<file path="src/rtl/x25519_byte_frontend.sv">
// x25519_byte_frontend: byte-serial load/unload wrapper around the X25519
// scalar_multiplication core.
//   - Takes 64 input bytes: a 32-byte scalar, then a 32-byte u-coordinate,
//     both least significant byte first.
//   - Clamps the scalar, then masks and reduces u mod p = 2^255-19.
//   - Runs the core by releasing its reset.
//   - Returns x_q as 32 bytes, least significant byte first.
// Optional build macro: X25519_CLAMP_EN. When it is defined, the full X25519
// scalar clamp is applied. When it is undefined, the raw scalar is passed on
// with only bit 255 cleared.
module x25519_byte_frontend #(
  parameter logic [31:0] TIMEOUT = 32'd4000000  // RUN cycle limit, 0 = none
) (
  input  logic         clk,
  input  logic         rst,        // asynchronous, active low
  input  logic         in_valid,
  output logic         in_ready,
  input  logic [7:0]   in_data,
  output logic         out_valid,
  input  logic         out_ready,
  output logic [7:0]   out_data,
  output logic         out_last,
  output logic         err,
  output logic         core_rst,
  output logic [254:0] core_k,
  output logic [254:0] core_x_p,
  input  logic [254:0] core_x_q,
  input  logic         core_done
);

  localparam logic [1:0] S_LOAD = 2'd0;
  localparam logic [1:0] S_PREP = 2'd1;
  localparam logic [1:0] S_RUN  = 2'd2;
  localparam logic [1:0] S_SEND = 2'd3;

  // Field prime p = 2^255 - 19.
  localparam logic [254:0] P = {{247{1'b1}}, 8'hED};

  logic [1:0]   state;
  logic [1:0]   state_nx;
  logic [5:0]   idx;
  logic [4:0]   oidx;
  logic [511:0] in_buf;
  logic [255:0] out_buf;
  logic [31:0]  run_cnt;
  logic         core_rst_q;

  logic         in_fire;
  logic         out_fire;
  logic         run_done;
  logic         run_abort;
  logic [254:0] u_val;
  logic [254:0] u_red;
  logic [254:0] k_clamp;

  // Handshakes and RUN exit conditions. A done in the first RUN cycle is
  // ignored, and done takes priority over the timeout.
  always_comb begin
    in_fire   = in_valid && in_ready;
    out_fire  = out_valid && out_ready;
    run_done  = (state == S_RUN) && (run_cnt != 32'd0) && core_done;
    run_abort = (state == S_RUN) && !run_done && (TIMEOUT != 32'd0) &&
                (run_cnt == TIMEOUT - 32'd1);
  end

  // Next-state logic for LOAD -> PREP -> RUN -> SEND -> LOAD.
  // NOTE: assigning a default first means no path leaves state_nx unassigned,
  // so no latch is inferred.
  always_comb begin
    state_nx = state;
    case (state)
      S_LOAD: if (in_fire && idx == 6'd63) state_nx = S_PREP;
      S_PREP: state_nx = S_RUN;
      S_RUN:  if (run_done || run_abort) state_nx = S_SEND;
      S_SEND: if (out_fire && oidx == 5'd31) state_nx = S_LOAD;
      default: state_nx = S_LOAD;
    endcase
  end

  // Operand preparation: mask bit 255 of u, do one conditional subtract of p,
  // and clamp the scalar.
  always_comb begin
    u_val = in_buf[510:256];
    u_red = (u_val >= P) ? (u_val - P) : u_val;
`ifdef X25519_CLAMP_EN
    k_clamp = {1'b1, in_buf[253:3], 3'b000};
`else
    k_clamp = in_buf[254:0];
`endif
  end

  // Control registers. The handshake flags are registered from the next state.
  // NOTE: sequential state uses non-blocking assignments, so every flop samples
  // the pre-edge values regardless of statement order.
  always_ff @(posedge clk or negedge rst) begin
    if (!rst) begin
      state      <= S_LOAD;
      idx        <= 6'd0;
      oidx       <= 5'd0;
      run_cnt    <= 32'd0;
      in_ready   <= 1'b0;
      out_valid  <= 1'b0;
      core_rst_q <= 1'b1;
      err        <= 1'b0;
    end else begin
      state      <= state_nx;
      in_ready   <= (state_nx == S_LOAD);
      out_valid  <= (state_nx == S_SEND);
      core_rst_q <= (state_nx != S_RUN);
      if (in_fire)  idx  <= idx + 6'd1;
      if (out_fire) oidx <= oidx + 5'd1;
      if (state == S_RUN)
        run_cnt <= (run_cnt != 32'hFFFF_FFFF) ? run_cnt + 32'd1 : run_cnt;
      else
        run_cnt <= 32'd0;
      if (in_fire)        err <= 1'b0;
      else if (run_abort) err <= 1'b1;
    end
  end

  // Core operands are loaded in PREP and held there until the next PREP.
  // The output buffer is a byte shift register that advances on each handshake.
  always_ff @(posedge clk or negedge rst) begin
    if (!rst) begin
      core_k   <= '0;
      core_x_p <= '0;
      out_buf  <= '0;
    end else begin
      if (state == S_PREP) begin
        core_k   <= k_clamp;
        core_x_p <= u_red;
      end
      if (run_done)       out_buf <= {1'b0, core_x_q};
      else if (run_abort) out_buf <= '0;
      else if (out_fire)  out_buf <= {8'h00, out_buf[255:8]};
    end
  end

  // Input byte shift buffer. After 64 accepts, byte i sits at bits [8i+7:8i].
  // NOTE: this data buffer has no reset. idx and the FSM decide when it is
  // valid, and a full 64-byte load overwrites every bit.
  always_ff @(posedge clk) begin
    if (in_fire) in_buf <= {in_data, in_buf[511:8]};
  end

  assign out_data = out_buf[7:0];
  assign out_last = out_valid && (oidx == 5'd31);
  // The core stays held in reset while rst is asserted, without waiting for a clock.
  assign core_rst = core_rst_q | ~rst;

endmodule

</file>
<file path="config.mk">
export PLATFORM = sky130hd
export DESIGN_NAME = x25519_byte_frontend
export DESIGN_NICKNAME = d
export VERILOG_FILES = /design/src/rtl/x25519_byte_frontend.sv
export SDC_FILE = /design/constraint.sdc
export NUM_CORES = 2
export LEC_CHECK = 0
export ABC_AREA = 1
export CORE_ASPECT_RATIO = 0.7
export CORE_MARGIN = 2
export CORE_UTILIZATION = 47
export CTS_CLUSTER_DIAMETER = 120
export DETAILED_ROUTE_END_ITERATION = 6
export HOLD_SLACK_MARGIN = 0.05
export PLACE_DENSITY = 0.71
export SYNTH_ARGS = -nofsm -noshare
export SYNTH_HDL_FRONTEND = slang
export SYNTH_SLANG_ARGS = --single-unit
</file>
<file path="constraint.sdc">
create_clock -name clk -period 15.1 [get_ports clk]
set_input_delay 3.02 -clock clk [delete_from_list [all_inputs] [get_ports clk]]
set_output_delay 3.02 -clock clk [all_outputs]
set_load 0.01 [all_outputs]
</file>
Word level (Yosys, flattened, before mapping)
Cells that the tools add are included.

operators by class
  add/sub/neg operators = 4
  order comparisons = 1
  equality and inequality tests = 10
  muxes and demuxes = 12
  bitwise gates (word level) = 2
  reductions and logical operators = 16

operator list
  cell                       number
  $mux 256                   3
  $ge 255x255->1 const B     1
  $mux 255                   1
  $sub 255x255->255 const B  1
  $mux 32                    2
  $add 32x1->32 const B      1
  $eq 32x22->1 const B       1
  $ne 32x32->1 const B       1
  $reduce_bool 32->1         1
  $logic_and 1x1->1          9
  $pmux 2 s4                 1
  $add 6x1->6 const B        1
  $eq 2x2->1 const B         3
  $eq 6x6->1 const B         1
  $mux 2                     3
  $add 5x1->5 const B        1
  $eq 5x5->1 const B         1
  $logic_not 2->1            2
  $reduce_bool 3->1          1
  $eq 2x1->1 const B         1
  $mux 1                     2
  $ne 2x1->1 const B         1
  $ne 2x2->1 const B         1
  $reduce_bool 2->1          1
  4 further kinds            4

word-level totals
  register bits = 1327
  bits of input ports = 268
  output and inout bits = 523
  word-level logic and storage cells = 57

Depth between registers and ports, before layout
  depth after elaboration = 10
  depth in mapped cells = 15
  gate-level depth less buffers = 14

Worst setup path after synthesis
OpenSTA, ideal clock, no wires.

  path kind = input to register
  start point = input port in_valid
  end point = register in_ready
  arrival time = 14.566 ns
  setup slack = 0.414 ns
  stages on the path = 7
  cells stage by stage = nand2_1 inv_1 nand2_1 nor2_1 nand3_1 nand4_1 nor2_1

on the way
  word-level cells in the longest chain between the ends = 5

ends and longest elaborated chain
  what                    line  text
  start: declaration      16    input logic in_valid,
  $logic_and 1x1->1       59    in_fire = in_valid && in_ready;
  named net in_fire       48    logic in_fire;
  $logic_and 1x1->1       72    S_LOAD: if (in_fire && idx == 6'd63) state_nx = S_PREP;
  $mux 2                  72
  $pmux 2 s4              71    case (state)
  named net state_nx[0]   40    logic [1:0] state_nx;
  $logic_not 2->1         107   in_ready <= (state_nx == S_LOAD);
  end signal: assignment  107
  end: declaration        17    output logic in_ready,

The timed path passes the listed nets, and every way through them passes these cells.
A chain may end at the register's enable or synchronous reset.

Final worst setup path
  start point = input port rst
  end point = output port core_rst

on the way
  word-level cells in the longest chain between the ends = 2

ends and longest elaborated chain
  what                line  text
  start: declaration  15    input logic rst,
  $not 1->1           149   assign core_rst = core_rst_q | ~rst;
  $or 1x1->1          149
  end: declaration    24    output logic core_rst,

Every way passes these cells.

==> run metrics <==
status=complete, no violations; Hold Crit Depth=0; Setup TNS=0 ns; r2r startpoint=state[0]$_DFF_PN0_; hold buffers post-CTS=0; Max Root-Sink Buffers=3; Filler cells=9,313; CP endpoint kind=primary output; drt wl/cell=19.6 um; post-CTS setup buffers=0; critical-path cell with the highest stage delay=clkdlybuf4s50_1; H-tree depth=4; Clock transition at path regs=0.06 ns; total core area=111,000 um^2; synthesized flop and latch total=1,326; drt via density=5.18; # setup viols final=0; DRT Pass-1 Iters=6; VDD IR max=140 uV; Clock Skews=0.0435 ns; worst setup margin=7.81 ns; Die X=405 um; Worst-Skew Late Latency=0.76 ns; internal power=8.95 mW; area leader, netlist=dfrtp_1; Comb power frac=0.339; Power Total=13.9 mW; Area contributors post-synth=dfrtp_1 38%, edfxtp_1 29%, nand2_1 20%; drt drc=0; IO Port Bufs=790; critical path's largest stage delay=0.55 ns; R2R depth=13; CP Launch Point=rst; Async S/R FF share, synth=0.614; Final Hold Viols=0; CTS tree=done; fin crit share=0.483; Slew HR=0.220; total track usage=0.261; worst flop-to-flop path endpoint=out_buf[132]$_DFFE_PN0P_; CP Data Arrival Time=4.27 ns; register area share after synthesis=0.675; share of post-route cells with drive strength above 1=0.0404; Top FF cell, synth=dfrtp_1; Worst Path Required=12.08 ns; RSZ-0062 raised after global routing=false; CP endpoint=core_rst; routability congestion estimate=0.869; fin. max-slew vios=0; Post-synth EDFFs=512; switch share=0.355; Hold WS=0.432 ns; flop2flop setup slack=10.49 ns; Synth Area per Inst=9.66 um^2; library cells used by synthesis=34; area grow syn2layout=24.8%; vias in the first global route=39.0k; pin count of the biggest net entering global routing=196; initial antenna violation count=19; DRT antenna net count=0; Die Y-Extent=285 um; first-pass GRT wire length=234,000 um; fmax=137 MHz; max cap viols=0; Switch Pwr=4.92 mW; via count=40.4k; P_leak=30.0 nW; root buffer cell=clkbuf_16; Initial Util=0.476; Post-CTS Resized=0; Least-Margin Pin Slew=1.17 ns; power per standard cell area=210 nW/um^2; cell with the most instances after synthesis=nand2_1; HPWL after DPL=102,000 um; Crit Path Max Fanout=65; syn_nets=5,757; Synth top area share=0.384; die area=115,000 um^2; post-synth design cell area=53,000 um^2; Inserted Clock Buffers=133; DRT Wirelength=152,000 um; top cells by count, synth=2,841 x nand2_1, 813 x dfrtp_1, 545 x nand3_1, 512 x edfxtp_1, 200 x nor2_1; Clock power frac=0.238; grt ovf=0; Worst Path Class, Setup=in2out; Ys Warns=0; row count=102; Gate Count Post-Synth=5,482; cells along the critical path=buf_8 > nand2_1 > clkdlybuf4s50_1; IO Pins=791; dpl ws=7.38 ns; clock sink count=1,326; hold crit path type=reg2reg; Iteration-0 DRC Markers=4,252; Seq pwr share=0.424; startpoint types=primary input; nets=6,432; Final min period=7.29 ns
## registers in the layout, indices dropped and copies added, names as in the netlist, 2 cells and up
signal    count
core_k      255
core_x_p    255
out_buf     255
run_cnt      32
state         2
idx           6
oidx          5
in_buf      512
## placed cells by master, fill, tap and decap left out, drive strengths merged, types with 27 or more instances in the layout
| master | netlist | final |
|---|---|---|
| clkdlybuf4s50 | 0 | 789 |
| clkinv | 0 | 39 |
| buf | 135 | 40 |
| nand2 | 2843 | 2843 |
| nand4 | 74 | 74 |
| nor3 | 27 | 27 |
| inv | 85 | 92 |
| edfxtp | 512 | 512 |
| clkbuf | 154 | 191 |
| dfrtp | 813 | 813 |
| nand3 | 549 | 549 |
| nor2 | 201 | 201 |
## cell families after synthesis
kind of cell             after synthesis  share of synthesized area
buffers and inverters                374                     0.0342
AND/OR/NAND/NOR                     3709                      0.281
XOR/XNOR                              17                    0.00281
flip-flops                          1326                      0.675
adder cells (fa/ha/maj)                7                    0.00165
AO/OA/AOI/OAI                         49                    0.00503
## area by class of cell
type,instances,area [um^2],share of cell area
Tap cell,1508,1890,0.0286
Inverter,85,344,0.00521
Multi-Input combinational cell,3782,15500,0.234
Clock buffer,191,3780,0.0572
Clock inverter,55,592,0.00896
Antenna cell,15,37.5,0.000568
Timing Repair Buffer,829,8240,0.125
Sequential cell,1326,35700,0.541
## how the worst min path moves through the flow
stage / startpoint / end / slack (ns)
global placement: in_buf[255]$_DFFE_PP_ / in_buf[247]$_DFFE_PP_ / 0.41
floorplan: in_buf[255]$_DFFE_PP_ / in_buf[247]$_DFFE_PP_ / 0.40
detailed placement: in_buf[511]$_DFFE_PP_ / in_buf[503]$_DFFE_PP_ / 0.42
global route: in_buf[511]$_DFFE_PP_ / in_buf[503]$_DFFE_PP_ / 0.45
CTS: in_buf[255]$_DFFE_PP_ / in_buf[247]$_DFFE_PP_ / 0.44
finish: in_buf[511]$_DFFE_PP_ / in_buf[503]$_DFFE_PP_ / 0.43
## layer usage
layer  global-route usage  up-vias  routed length, um  share of wire
li1                     -    19000                  -              -
met1                0.361    19600              64300           0.42
met2                0.395     1463              70000           0.46
met3               0.0613      290              11700          0.077
met4                0.117        4               6250          0.041
met5                    0        -                 18        0.00012
## critical path: cells and delay by family
kind / cells / cell delay (ns)
and+or+nand+nor: 1 / 0.28
buffers and inverters: 2 / 0.93
## power by group through the flow
stage / sequential (mW) / clock, mW / combinational (mW)
CTS: 5.87 / 3.37 / 4.74
floorplan: 6.15 / 0 / 2.19
finish: 5.88 / 3.30 / 4.70
global placement: 5.89 / 0 / 4.62
detailed placement: 5.90 / 0 / 4.72
global route: 6.00 / 3.51 / 5.21
## per-stage QoR
step           cell area (um^2)  instances  utilization
3_5_place_dp              61700       7530        0.555
2_1_floorplan             53000       5482            -
4_1_cts                   66000       7776        0.594
5_1_grt                   66100       7791        0.594
3_3_place_gp              61700       7530        0.555
6_report                  66100       7791        0.594
Note: power is estimated with default switching activity, not from simulation.
